--- config.mk ---
export PLATFORM = sky130hd
export DESIGN_NAME = spi_slave_sync_flat
export DESIGN_NICKNAME = d
export VERILOG_FILES = /design/src/rtl/spi_slave_sync_if.sv /design/src/rtl/spi_slave_sync.sv /design/src/flat_wrapper.sv
export SDC_FILE = /design/constraint.sdc
export NUM_CORES = 1
export LEC_CHECK = 0
export ABC_AREA = 0
export CORE_MARGIN = 3
export CORE_UTILIZATION = 25
export CTS_BUF_LIST = sky130_fd_sc_hd__clkbuf_16
export DETAILED_ROUTE_END_ITERATION = 8
export GPL_TIMING_DRIVEN = 1
export PLACE_DENSITY = 0.53
export SKIP_LAST_GASP = 1
export SLEW_MARGIN = 20
export SYNTH_ARGS = -nofsm -noshare
export SYNTH_HDL_FRONTEND = slang
export SYNTH_SLANG_ARGS = --single-unit
--- constraint.sdc ---
create_clock -name clk -period 2.1 [get_ports clk]
set_input_delay 0.42 -clock clk [delete_from_list [all_inputs] [get_ports clk]]
set_output_delay 0.42 -clock clk [all_outputs]
set_load 0.01 [all_outputs]
--- src/rtl/spi_slave_sync_if.sv ---
// spi_slave_sync transmit/receive word handshake bundle.
// The slave modport is the SPI slave's view; master is the decoder's.
interface spi_slave_sync_if #(
  parameter int WIDTH = 8
) ();
  logic [WIDTH-1:0] tx_data;
  logic             tx_valid;
  logic             tx_ready;
  logic [WIDTH-1:0] rx_data;
  logic             rx_valid;

  modport slave (
    input  tx_data,
    input  tx_valid,
    output tx_ready,
    output rx_data,
    output rx_valid
  );

  modport master (
    output tx_data,
    output tx_valid,
    input  tx_ready,
    input  rx_data,
    input  rx_valid
  );
endinterface

--- src/rtl/spi_slave_sync.sv ---
// Oversampled SPI slave: SCK/CS/MOSI synchronised into clk,
// any CPOL/CPHA, valid/ready tx holding register, word rx pulses.
module spi_slave_sync #(
  parameter int WIDTH       = 8,
  parameter bit CPOL        = 1'b0,
  parameter bit CPHA        = 1'b0,
  parameter int SYNC_STAGES = 2
) (
  input  logic clk,
  input  logic rst_n,
  input  logic spi_clk,
  input  logic spi_cs,
  input  logic spi_mosi,
  output logic spi_miso,
  output logic spi_miso_oe,
  output logic transm_start,
  output logic transm_end,
  output logic tx_underrun,
  spi_slave_sync_if.slave bus
);

  localparam int CW = (WIDTH > 2) ? $clog2(WIDTH) : 1;
  localparam logic [CW-1:0] LAST = CW'(WIDTH - 1);

  typedef enum logic {
    IDLE,
    ACTIVE
  } state_t;

  logic [SYNC_STAGES-1:0] sck_sync;
  logic [SYNC_STAGES-1:0] cs_sync;
  logic [SYNC_STAGES-1:0] mosi_sync;
  logic sck_d;
  logic cs_d;

  always_ff @(posedge clk or negedge rst_n) begin
    if (!rst_n) begin
      sck_sync  <= {SYNC_STAGES{CPOL}};
      cs_sync   <= '1;
      mosi_sync <= '0;
      sck_d     <= CPOL;
      cs_d      <= 1'b1;
    end else begin
      sck_sync  <= {sck_sync[SYNC_STAGES-2:0], spi_clk};
      cs_sync   <= {cs_sync[SYNC_STAGES-2:0], spi_cs};
      mosi_sync <= {mosi_sync[SYNC_STAGES-2:0], spi_mosi};
      sck_d     <= sck_sync[SYNC_STAGES-1];
      cs_d      <= cs_sync[SYNC_STAGES-1];
    end
  end

  logic sck_s;
  logic cs_s;
  logic mosi_s;
  logic lead_e;
  logic trail_e;
  logic sample_e;
  logic shift_e;
  logic cs_fall;
  logic cs_rise;

  assign sck_s    = sck_sync[SYNC_STAGES-1];
  assign cs_s     = cs_sync[SYNC_STAGES-1];
  assign mosi_s   = mosi_sync[SYNC_STAGES-1];
  assign lead_e   = (sck_d == CPOL) && (sck_s != CPOL);
  assign trail_e  = (sck_d != CPOL) && (sck_s == CPOL);
  assign sample_e = CPHA ? trail_e : lead_e;
  assign shift_e  = CPHA ? lead_e : trail_e;
  assign cs_fall  = cs_d && !cs_s;
  assign cs_rise  = !cs_d && cs_s;

  state_t           state;
  logic [CW-1:0]    bit_cnt;
  logic [WIDTH-1:0] rx_shift;
  logic             rx_pend;
  logic [WIDTH-1:0] rx_data_q;
  logic             rx_valid_q;
  logic [WIDTH-1:0] tx_shift;
  logic [WIDTH-1:0] hold_q;
  logic             tx_ready_q;

  logic             load_now;
  logic             capture;
  logic [WIDTH-1:0] load_word;

  // bit_cnt sits at LAST both before a word's first bit and right
  // after its final sample, so one compare marks every word boundary.
  always_comb begin
    load_now = 1'b0;
    unique case (state)
      IDLE:    load_now = cs_fall && (CPHA == 1'b0);
      ACTIVE:  load_now = !cs_rise && shift_e && (bit_cnt == LAST);
      default: load_now = 1'b0;
    endcase
    capture   = bus.tx_valid && tx_ready_q;
    load_word = tx_ready_q ? '0 : hold_q;
  end

  always_ff @(posedge clk or negedge rst_n) begin
    if (!rst_n) begin
      state        <= IDLE;
      bit_cnt      <= LAST;
      rx_shift     <= '0;
      rx_pend      <= 1'b0;
      rx_data_q    <= '0;
      rx_valid_q   <= 1'b0;
      tx_shift     <= '0;
      spi_miso     <= 1'b0;
      spi_miso_oe  <= 1'b0;
      transm_start <= 1'b0;
      transm_end   <= 1'b0;
    end else begin
      transm_start <= 1'b0;
      transm_end   <= 1'b0;
      rx_pend      <= 1'b0;
      rx_valid_q   <= rx_pend;
      if (rx_pend) begin
        rx_data_q <= rx_shift;
      end
      if (load_now) begin
        tx_shift <= load_word;
        spi_miso <= load_word[WIDTH-1];
      end
      unique case (state)
        IDLE: begin
          if (cs_fall) begin
            state        <= ACTIVE;
            transm_start <= 1'b1;
            spi_miso_oe  <= 1'b1;
            bit_cnt      <= LAST;
          end
        end
        ACTIVE: begin
          if (cs_rise) begin
            state       <= IDLE;
            transm_end  <= 1'b1;
            spi_miso_oe <= 1'b0;
            spi_miso    <= 1'b0;
            bit_cnt     <= LAST;
          end else begin
            if (sample_e) begin
              rx_shift <= {rx_shift[WIDTH-2:0], mosi_s};
              if (bit_cnt == '0) begin
                rx_pend <= 1'b1;
                bit_cnt <= LAST;
              end else begin
                bit_cnt <= bit_cnt - 1'b1;
              end
            end
            if (shift_e && !load_now) begin
              tx_shift <= {tx_shift[WIDTH-2:0], 1'b0};
              spi_miso <= tx_shift[WIDTH-2];
            end
          end
        end
        default: state <= IDLE;
      endcase
    end
  end

  // A load and a capture in one cycle: load sees the old content,
  // the capture refills the register and tx_ready stays low.
  always_ff @(posedge clk or negedge rst_n) begin
    if (!rst_n) begin
      hold_q      <= '0;
      tx_ready_q  <= 1'b1;
      tx_underrun <= 1'b0;
    end else begin
      tx_underrun <= load_now && tx_ready_q;
      if (capture) begin
        hold_q     <= bus.tx_data;
        tx_ready_q <= 1'b0;
      end else if (load_now && !tx_ready_q) begin
        tx_ready_q <= 1'b1;
      end
    end
  end

  assign bus.tx_ready = tx_ready_q;
  assign bus.rx_data  = rx_data_q;
  assign bus.rx_valid = rx_valid_q;

endmodule

--- src/flat_wrapper.sv ---
// flat-port wrapper written by rule: the top's interface ports become plain ports
module spi_slave_sync_flat 
#(
  parameter int WIDTH       = 8,
  parameter bit CPOL        = 1'b0,
  parameter bit CPHA        = 1'b0,
  parameter int SYNC_STAGES = 2
)
  (clk, rst_n, spi_clk, spi_cs, spi_mosi, spi_miso, spi_miso_oe, transm_start, transm_end, tx_underrun, bus_tx_data, bus_tx_valid, bus_tx_ready, bus_rx_data, bus_rx_valid);
  spi_slave_sync_if #(.WIDTH(WIDTH)) bus_i ();
  input  logic clk;
  input  logic rst_n;
  input  logic spi_clk;
  input  logic spi_cs;
  input  logic spi_mosi;
  output logic spi_miso;
  output logic spi_miso_oe;
  output logic transm_start;
  output logic transm_end;
  output logic tx_underrun;
  input wire logic [$bits(bus_i.tx_data)-1:0] bus_tx_data;
  input wire logic [$bits(bus_i.tx_valid)-1:0] bus_tx_valid;
  output wire logic [$bits(bus_i.tx_ready)-1:0] bus_tx_ready;
  output wire logic [$bits(bus_i.rx_data)-1:0] bus_rx_data;
  output wire logic [$bits(bus_i.rx_valid)-1:0] bus_rx_valid;
  assign bus_i.tx_data = bus_tx_data;
  assign bus_i.tx_valid = bus_tx_valid;
  assign bus_tx_ready = bus_i.tx_ready;
  assign bus_rx_data = bus_i.rx_data;
  assign bus_rx_valid = bus_i.rx_valid;
  spi_slave_sync #(.WIDTH(WIDTH), .CPOL(CPOL), .CPHA(CPHA), .SYNC_STAGES(SYNC_STAGES)) u_core (.clk(clk), .rst_n(rst_n), .spi_clk(spi_clk), .spi_cs(spi_cs), .spi_mosi(spi_mosi), .spi_miso(spi_miso), .spi_miso_oe(spi_miso_oe), .transm_start(transm_start), .transm_end(transm_end), .tx_underrun(tx_underrun), .bus(bus_i));
endmodule
==> metrics, run 1 <==
Wirelength per Cell 12.7 microns; relative max-transition margin 59.5%; pwr/cell area 1070 nW/um^2; mean number of vias per cell 4.35; Worst Max-Slew Pin Slew 0.603 ns; worst hold slack about 0.11 ns; post-synth top area share 52.9%; initial core utilization 26.4%; number of synthesis warnings 0; count of antenna-violating nets left after detailed routing 0; largest fanout on the critical path 7; Buffers & Inverters on Critical Path 1; parity-gate share of the synthesized area counting xor and xnor cells 0%; EDFF count, synth 0; commonest non-fill, non-tap cell in the layout sky130_fd_sc_hd__dfrtp_1; maximum level of the CTS H-tree 2; multiplexer area fraction after synthesis approximately 13%; final number of hold-violating endpoints 0; count of inserted antenna diode cells 0; number of clock sinks 51; total routing resource utilization after global routing around 8.5%; number of buffers on the longest clock path 2; DRC 0; Slowest Stage Delay on Critical Path 0.61 ns; data arrival time of the worst path approximately 1.5 ns; area of the die 9450 sq um; Slew Viols, Final 0; crit path time final 1.88 ns; most frequent cells in the layout sky130_fd_sc_hd__dfrtp_1, sky130_fd_sc_hd__clkdlybuf4s50_1, sky130_fd_sc_hd__mux2_2; total number of nets in the final design 203; GRT overflow 0; Post-Synth Adder-Cell Area 1.81%; maximum frequency from static timing analysis 0.532 GHz; area of the mapped netlist 2080 sq um; pin count of the biggest net entering global routing 29; clock latency at the later pin of the worst-skew pair about 0.29 ns; simple-gate share of the synthesized area between 10% and 20%; result of the run complete, no violations; static leakage between 0.001 and 0.0015 uW; worst-case vdd ir drop 0.352 mV; Core Footprint around 8000 sq um; Post-CTS Setup Inserts 0; largest cells by area after synthesis sky130_fd_sc_hd__dfrtp_1, sky130_fd_sc_hd__mux2_2, sky130_fd_sc_hd__dfstp_2, sky130_fd_sc_hd__nand3_1, sky130_fd_sc_hd__nand2_1; worst setup path class register to output pin; clock buffer count from CTS 5; final critical-path share of the clock period 89.6%; cells along the critical path clkdlybuf4s50_1; sequential cell area fraction in the yosys report about three fifths; routability congestion estimate from global placement 0.761; fraction of registers with async set or reset after synthesis 100%; share of cells above drive strength 1 between 20% and 30%; TritonCTS clock tree yes; area growth from synthesis to layout 25.9%; Hold-fix buffers, CTS 0; post-CTS clock slew at the launch and capture registers of the worst setup and hold paths 0.07 ns; half-perimeter wire length of the detailed placement result 2690 microns; number of gates resized after cts 0; Synth Instances 154; nets in the synthesized netlist 171; Setup Skew 0.00583 ns; mean cell area of the mapped netlist 13.5 sq um; wire length of the first global-routing pass 6570 microns; crit start category register; via count of the routed design 1256; initial antenna violation count 0; cell family with most CP delay flip-flops; Die W just under 100 microns; setup tns final 0 ns; cell type of the slowest stage on the worst timing path sky130_fd_sc_hd__dfstp_2; number of port buffers 28; compound-cell area share of the yosys netlist 8.12%; number of different library cells in the post-synthesis netlist 37; unrepaired setup endpoints after global routing false; most frequently used flop master after synthesis sky130_fd_sc_hd__dfrtp_1; count of endpoints failing setup in the final report 0; number of iterations in the first detailed-routing pass 4; Max Cap Violations 0; type of element capturing the critical path output pin; count of boundary I/O pins 29; via count of the first global-routing pass 1333; Detailed Route Iter0 Violations 36; Required @ worst endpoint 1.68 ns; height of the chip 97.2 microns; post-synthesis register bit count 51; aggregate routed wire length 3670 microns; combinational family with the most area after synthesis multiplexers; post-synth top area cell sky130_fd_sc_hd__dfrtp_1; Hold Path Class input port to asynchronous set/reset pin; Core Rows 32; root buffer cell sky130_fd_sc_hd__clkbuf_16
cell usage after synthesis (2+ instances only):
cell	count
sky130_fd_sc_hd__dfrtp_1	44
sky130_fd_sc_hd__mux2_2	24
sky130_fd_sc_hd__nand3_1	18
sky130_fd_sc_hd__nand2_1	12
sky130_fd_sc_hd__dfstp_2	7
sky130_fd_sc_hd__inv_1	4
sky130_fd_sc_hd__nor2_1	4
sky130_fd_sc_hd__o21ai_0	4
sky130_fd_sc_hd__a21oi_1	3
sky130_fd_sc_hd__ha_1	3
sky130_fd_sc_hd__nand2b_1	3
sky130_fd_sc_hd__buf_6	2
sky130_fd_sc_hd__nand4_1	2
layer usage:
metal,global-route usage (%),wire [microns],vias up
met5,0,0,-
li1,-,-,608
met2,13.2,1670,19
met3,2.30,119,6
met4,3.56,68,0
met1,11.3,1820,623
stage by stage:
step           std cells  utilization [%]  cell area [sq um]  setup slack, ns  total power [uW]
6_report             289             33.2               2620            0.219              2800
5_1_grt              289             33.2               2620            0.174              2970
4_1_cts              289             33.2               2620            0.192              2840
3_5_place_dp         281             31.3               2470            0.462              2020
3_3_place_gp         281             31.3               2470            0.464              2000
2_1_floorplan        154                -               2080            0.608              1800
final cells by class:
type	instances	area (sq um)
clock buffers	5	125
clock inverters	3	25.0
fillers	782	5270
inverters	5	18.8
multi-input cells	94	742
flip-flops and latches	51	1280
well taps	102	128
repair buffers	29	295
final timing paths:
path | to | cells past startpoint | slack [ns] | startpoint
max reg2reg | u_core.tx_shift[5]$_DFF_PN0_ | 4 | 0.46 | u_core.cs_d$_DFF_PN1_
min | u_core.bus.rx_data[2]$_DFFE_PN0P_ | 1 | 0.11 | rst_n
max | bus_tx_ready | 1 | 0.22 | u_core.bus.tx_ready$_DFFE_PN1P_
min in group clk | u_core.sck_sync[1]$_DFF_PN0_ | 0 | 0.35 | u_core.sck_sync[0]$_DFF_PN0_
max in group asynchronous | u_core.cs_d$_DFF_PN1_ | 2 | 1.38 | rst_n
min reg2reg | u_core.sck_sync[1]$_DFF_PN0_ | 0 | 0.35 | u_core.sck_sync[0]$_DFF_PN0_
power by group:
group	internal, uW	total (uW)	switching [uW]	leakage [uW]
clock network	446	811	366	0.0000700
registers	1260	1430	177	0.000634
logic	314	552	238	0.000452
kinds of logic after synthesis:
logic type	Yosys count
and+or+nand+nor	49
DFF	51
buffers and inverters	9
adders and majority gates	3
AOI/OAI and AO/OA	18
muxes	24
flip-flops by register name, indices dropped and copies added (netlist names), 2 cells and up:
name                flops
u_core.cs_sync          2
u_core.bit_cnt          3
u_core.mosi_sync        2
u_core.hold_q           8
u_core.tx_shift         7
u_core.sck_sync         2
u_core.rx_shift         8
u_core.bus.rx_data      8
No activity file was read; power rests on OpenSTA's default activity.
==> run 2: changes to the inputs <==
--- a/config.mk
+++ b/config.mk
@@ -9,9 +9,11 @@
 export CORE_MARGIN = 3
 export CORE_UTILIZATION = 25
 export CTS_BUF_LIST = sky130_fd_sc_hd__clkbuf_16
+export CTS_CLUSTER_SIZE = 16
 export DETAILED_ROUTE_END_ITERATION = 8
+export DONT_BUFFER_PORTS = 1
 export GPL_TIMING_DRIVEN = 1
-export PLACE_DENSITY = 0.53
+export PLACE_DENSITY = 0.48
 export SKIP_LAST_GASP = 1
 export SLEW_MARGIN = 20
 export SYNTH_ARGS = -nofsm -noshare
==> run 2 against run 1 <==
Die area unchanged. Core utilization decreased by 3.0 points. Via count decreased by 6.7%. Highest routed layer unchanged. Critical path type is now register to register. Fmax increased by 14%.
==> metrics, run 2 (synthesis results as in run 1) <==
worst setup path class register to register; Final Util 30.2%; launching instance or port of the critical path u_core.cs_sync[1]$_DFF_PN1_; beginning of the worst hold path spi_cs; cell type of the slowest stage on the worst timing path sky130_fd_sc_hd__dfstp_2; cells along the critical path nor2b_4 > or3_1 > o22ai_2 > o31a_1; worst-case vdd ir drop 0.403 mV; pwr/cell area 1190 nW/um^2; via count of the routed design 1172; pre-CTS setup slack 0.442 ns; routability congestion estimate from global placement 0.797; mean number of vias per cell 4.47; maximum level of the CTS H-tree 2; most frequent cells in the layout sky130_fd_sc_hd__dfrtp_1, sky130_fd_sc_hd__mux2_2, sky130_fd_sc_hd__nand3_1; TritonCTS clock tree yes; setup tns final 0 ns; final number of hold-violating endpoints 0; type of element capturing the critical path register; Die W about 97 microns; maximum frequency from static timing analysis 0.605 GHz; area growth from synthesis to layout 14.4%; number of clock sinks 51; relative max-transition margin 53.8%; total chip power around 2800 uW; count of boundary I/O pins 29; Core Rows 32; root buffer cell sky130_fd_sc_hd__clkbuf_16; setup ws final 0.447 ns; number of iterations in the first detailed-routing pass 4; total number of nets in the final design between 150 and 200; Switch Pwr 770 uW; Reg2Reg Capture Point u_core.spi_miso$_DFF_PN0_; aggregate routed wire length 3620 microns; share of cells above drive strength 1 around 30%; clock latency at the later pin of the worst-skew pair 0.29 ns; fraction of power consumed by combinational cells between 10% and 20%; DRC 0; wire length of the first global-routing pass 6440 microns; commonest non-fill, non-tap cell in the layout sky130_fd_sc_hd__dfrtp_1; Buffers & Inverters on Critical Path 0; flip-flop and latch area 1280 sq um; Hold Path Class input port to register; clock network fraction of total power 32.1%; Hold-fix buffers, CTS 2; filler instances a little under 800; Register-to-Register Setup Slack ~0.45 ns; crit path time final 1.65 ns; count of inserted antenna diode cells 0; unrepaired setup endpoints after global routing false; static leakage 0.00107 uW; crit start category register; area of combinational cells with multiple inputs 742 sq um; fraction of power spent switching nets 27.1%; result of the run complete, no violations; Setup Skew about 0.0082 ns; number of gates resized after cts 0; number of stages on the worst hold path 0; cell family with most CP delay flip-flops; post-CTS clock slew at the launch and capture registers of the worst setup and hold paths 0.07 ns; pin count of the biggest net entering global routing 52; final critical-path share of the clock period slightly below 80%; Max Cap Violations 0; Detailed Route Iter0 Violations 63; Worst Max-Slew Pin Slew ~0.69 ns; worst hold path endpoint u_core.cs_sync[0]$_DFF_PN1_; design internal power just over 2000 uW; half-perimeter wire length of the detailed placement result 2570 microns; Wirelength per Cell 13.8 microns; initial antenna violation count 0; clock buffer count from CTS 5; via count of the first global-routing pass 1270; initial core utilization 26.4%; count of endpoints failing setup in the final report 0; largest fanout on the critical path 8; data arrival time of the worst path 1.83 ns; Reg power frac ~52%; GRT overflow 0; height of the chip 97.2 microns; total routing resource utilization after global routing 8.55%; Core Footprint 7890 sq um; Slowest Stage Delay on Critical Path 0.60 ns; number of buffers on the longest clock path 2; RR Startpoint u_core.cs_sync[1]$_DFF_PN1_; area of the die 9450 sq um; Slew Viols, Final 0; count of antenna-violating nets left after detailed routing 0; number of port buffers 0; length in cells of the worst reg-to-reg path 4; Required @ worst endpoint 2.28 ns; Post-CTS Setup Inserts 0
-- run 2: cell types whose count changed in the layout (fill, tap and decap cells not counted), sizes merged --
| cell | previous run | this run |
|---|---|---|
| bufinv | 0 | 1 |
| clkdlybuf4s50 | 27 | 0 |
| inv | 5 | 7 |
| clkinv | 2 | 0 |
| clkinvlp | 1 | 0 |
| dlygate4sd3 | 0 | 1 |
| buf | 2 | 1 |
-- run 2: stage by stage --
step                      hold slack, ns  cell area (sq um)  instances
after CTS                          0.114               2380        262
after global placement             0.126               2170        252
final                              0.122               2380        262
after global routing               0.105               2380        262
after floorplan                    0.124               2080        154
after detailed placement           0.126               2170        252
-- run 2: final cells by class --
class	count	area share, %
Clock buffer	5	5.26
Clock inverter	3	1.79
Inverter	5	0.789
Multi-Input combinational cell	94	31.2
Sequential cell	51	54.0
Tap cell	102	5.37
Timing Repair Buffer	2	1.58
-- run 2: worst max path at each step --
stage / end / slack (ns) / depth (start not counted)
3_5_place_dp: u_core.spi_miso$_DFF_PN0_ / 0.44 / 4
4_1_cts: u_core.spi_miso$_DFF_PN0_ / 0.43 / 4
5_1_grt: u_core.tx_shift[3]$_DFF_PN0_ / 0.30 / 4
3_3_place_gp: u_core.spi_miso$_DFF_PN0_ / 0.44 / 4
6_report: u_core.spi_miso$_DFF_PN0_ / 0.45 / 4
2_1_floorplan: u_core.spi_miso$_DFF_PN0_ / 0.61 / 5
-- run 2: worst reg2reg max path, delay by kind of cell (launching register included) --
| family | cells | cell delay, ns |
|---|---|---|
| DFF | 1 | 0.60 |
| AOI/OAI and AO/OA | 2 | 0.37 |
| and+or+nand+nor | 2 | 0.57 |
-- run 2: power by group through the flow --
| stage | Combinational (uW) | Sequential (uW) | Clock, uW |
|---|---|---|---|
| after floorplan | 396 | 1400 | 0 |
| after global placement | 432 | 1490 | 0 |
| after detailed placement | 449 | 1480 | 0 |
| after CTS | 474 | 1470 | 948 |
| after global routing | 536 | 1500 | 987 |
| final | 465 | 1460 | 912 |
-- run 2: per-layer routing --
metal  GRT usage, %  vias up  part of all wire [%]
met4           4.21        0                   2.4
met1           11.2      595                    48
met5              0        -                     0
li1               -      553                     -
met3           2.66        6                   3.4
met2           12.7       18                    46
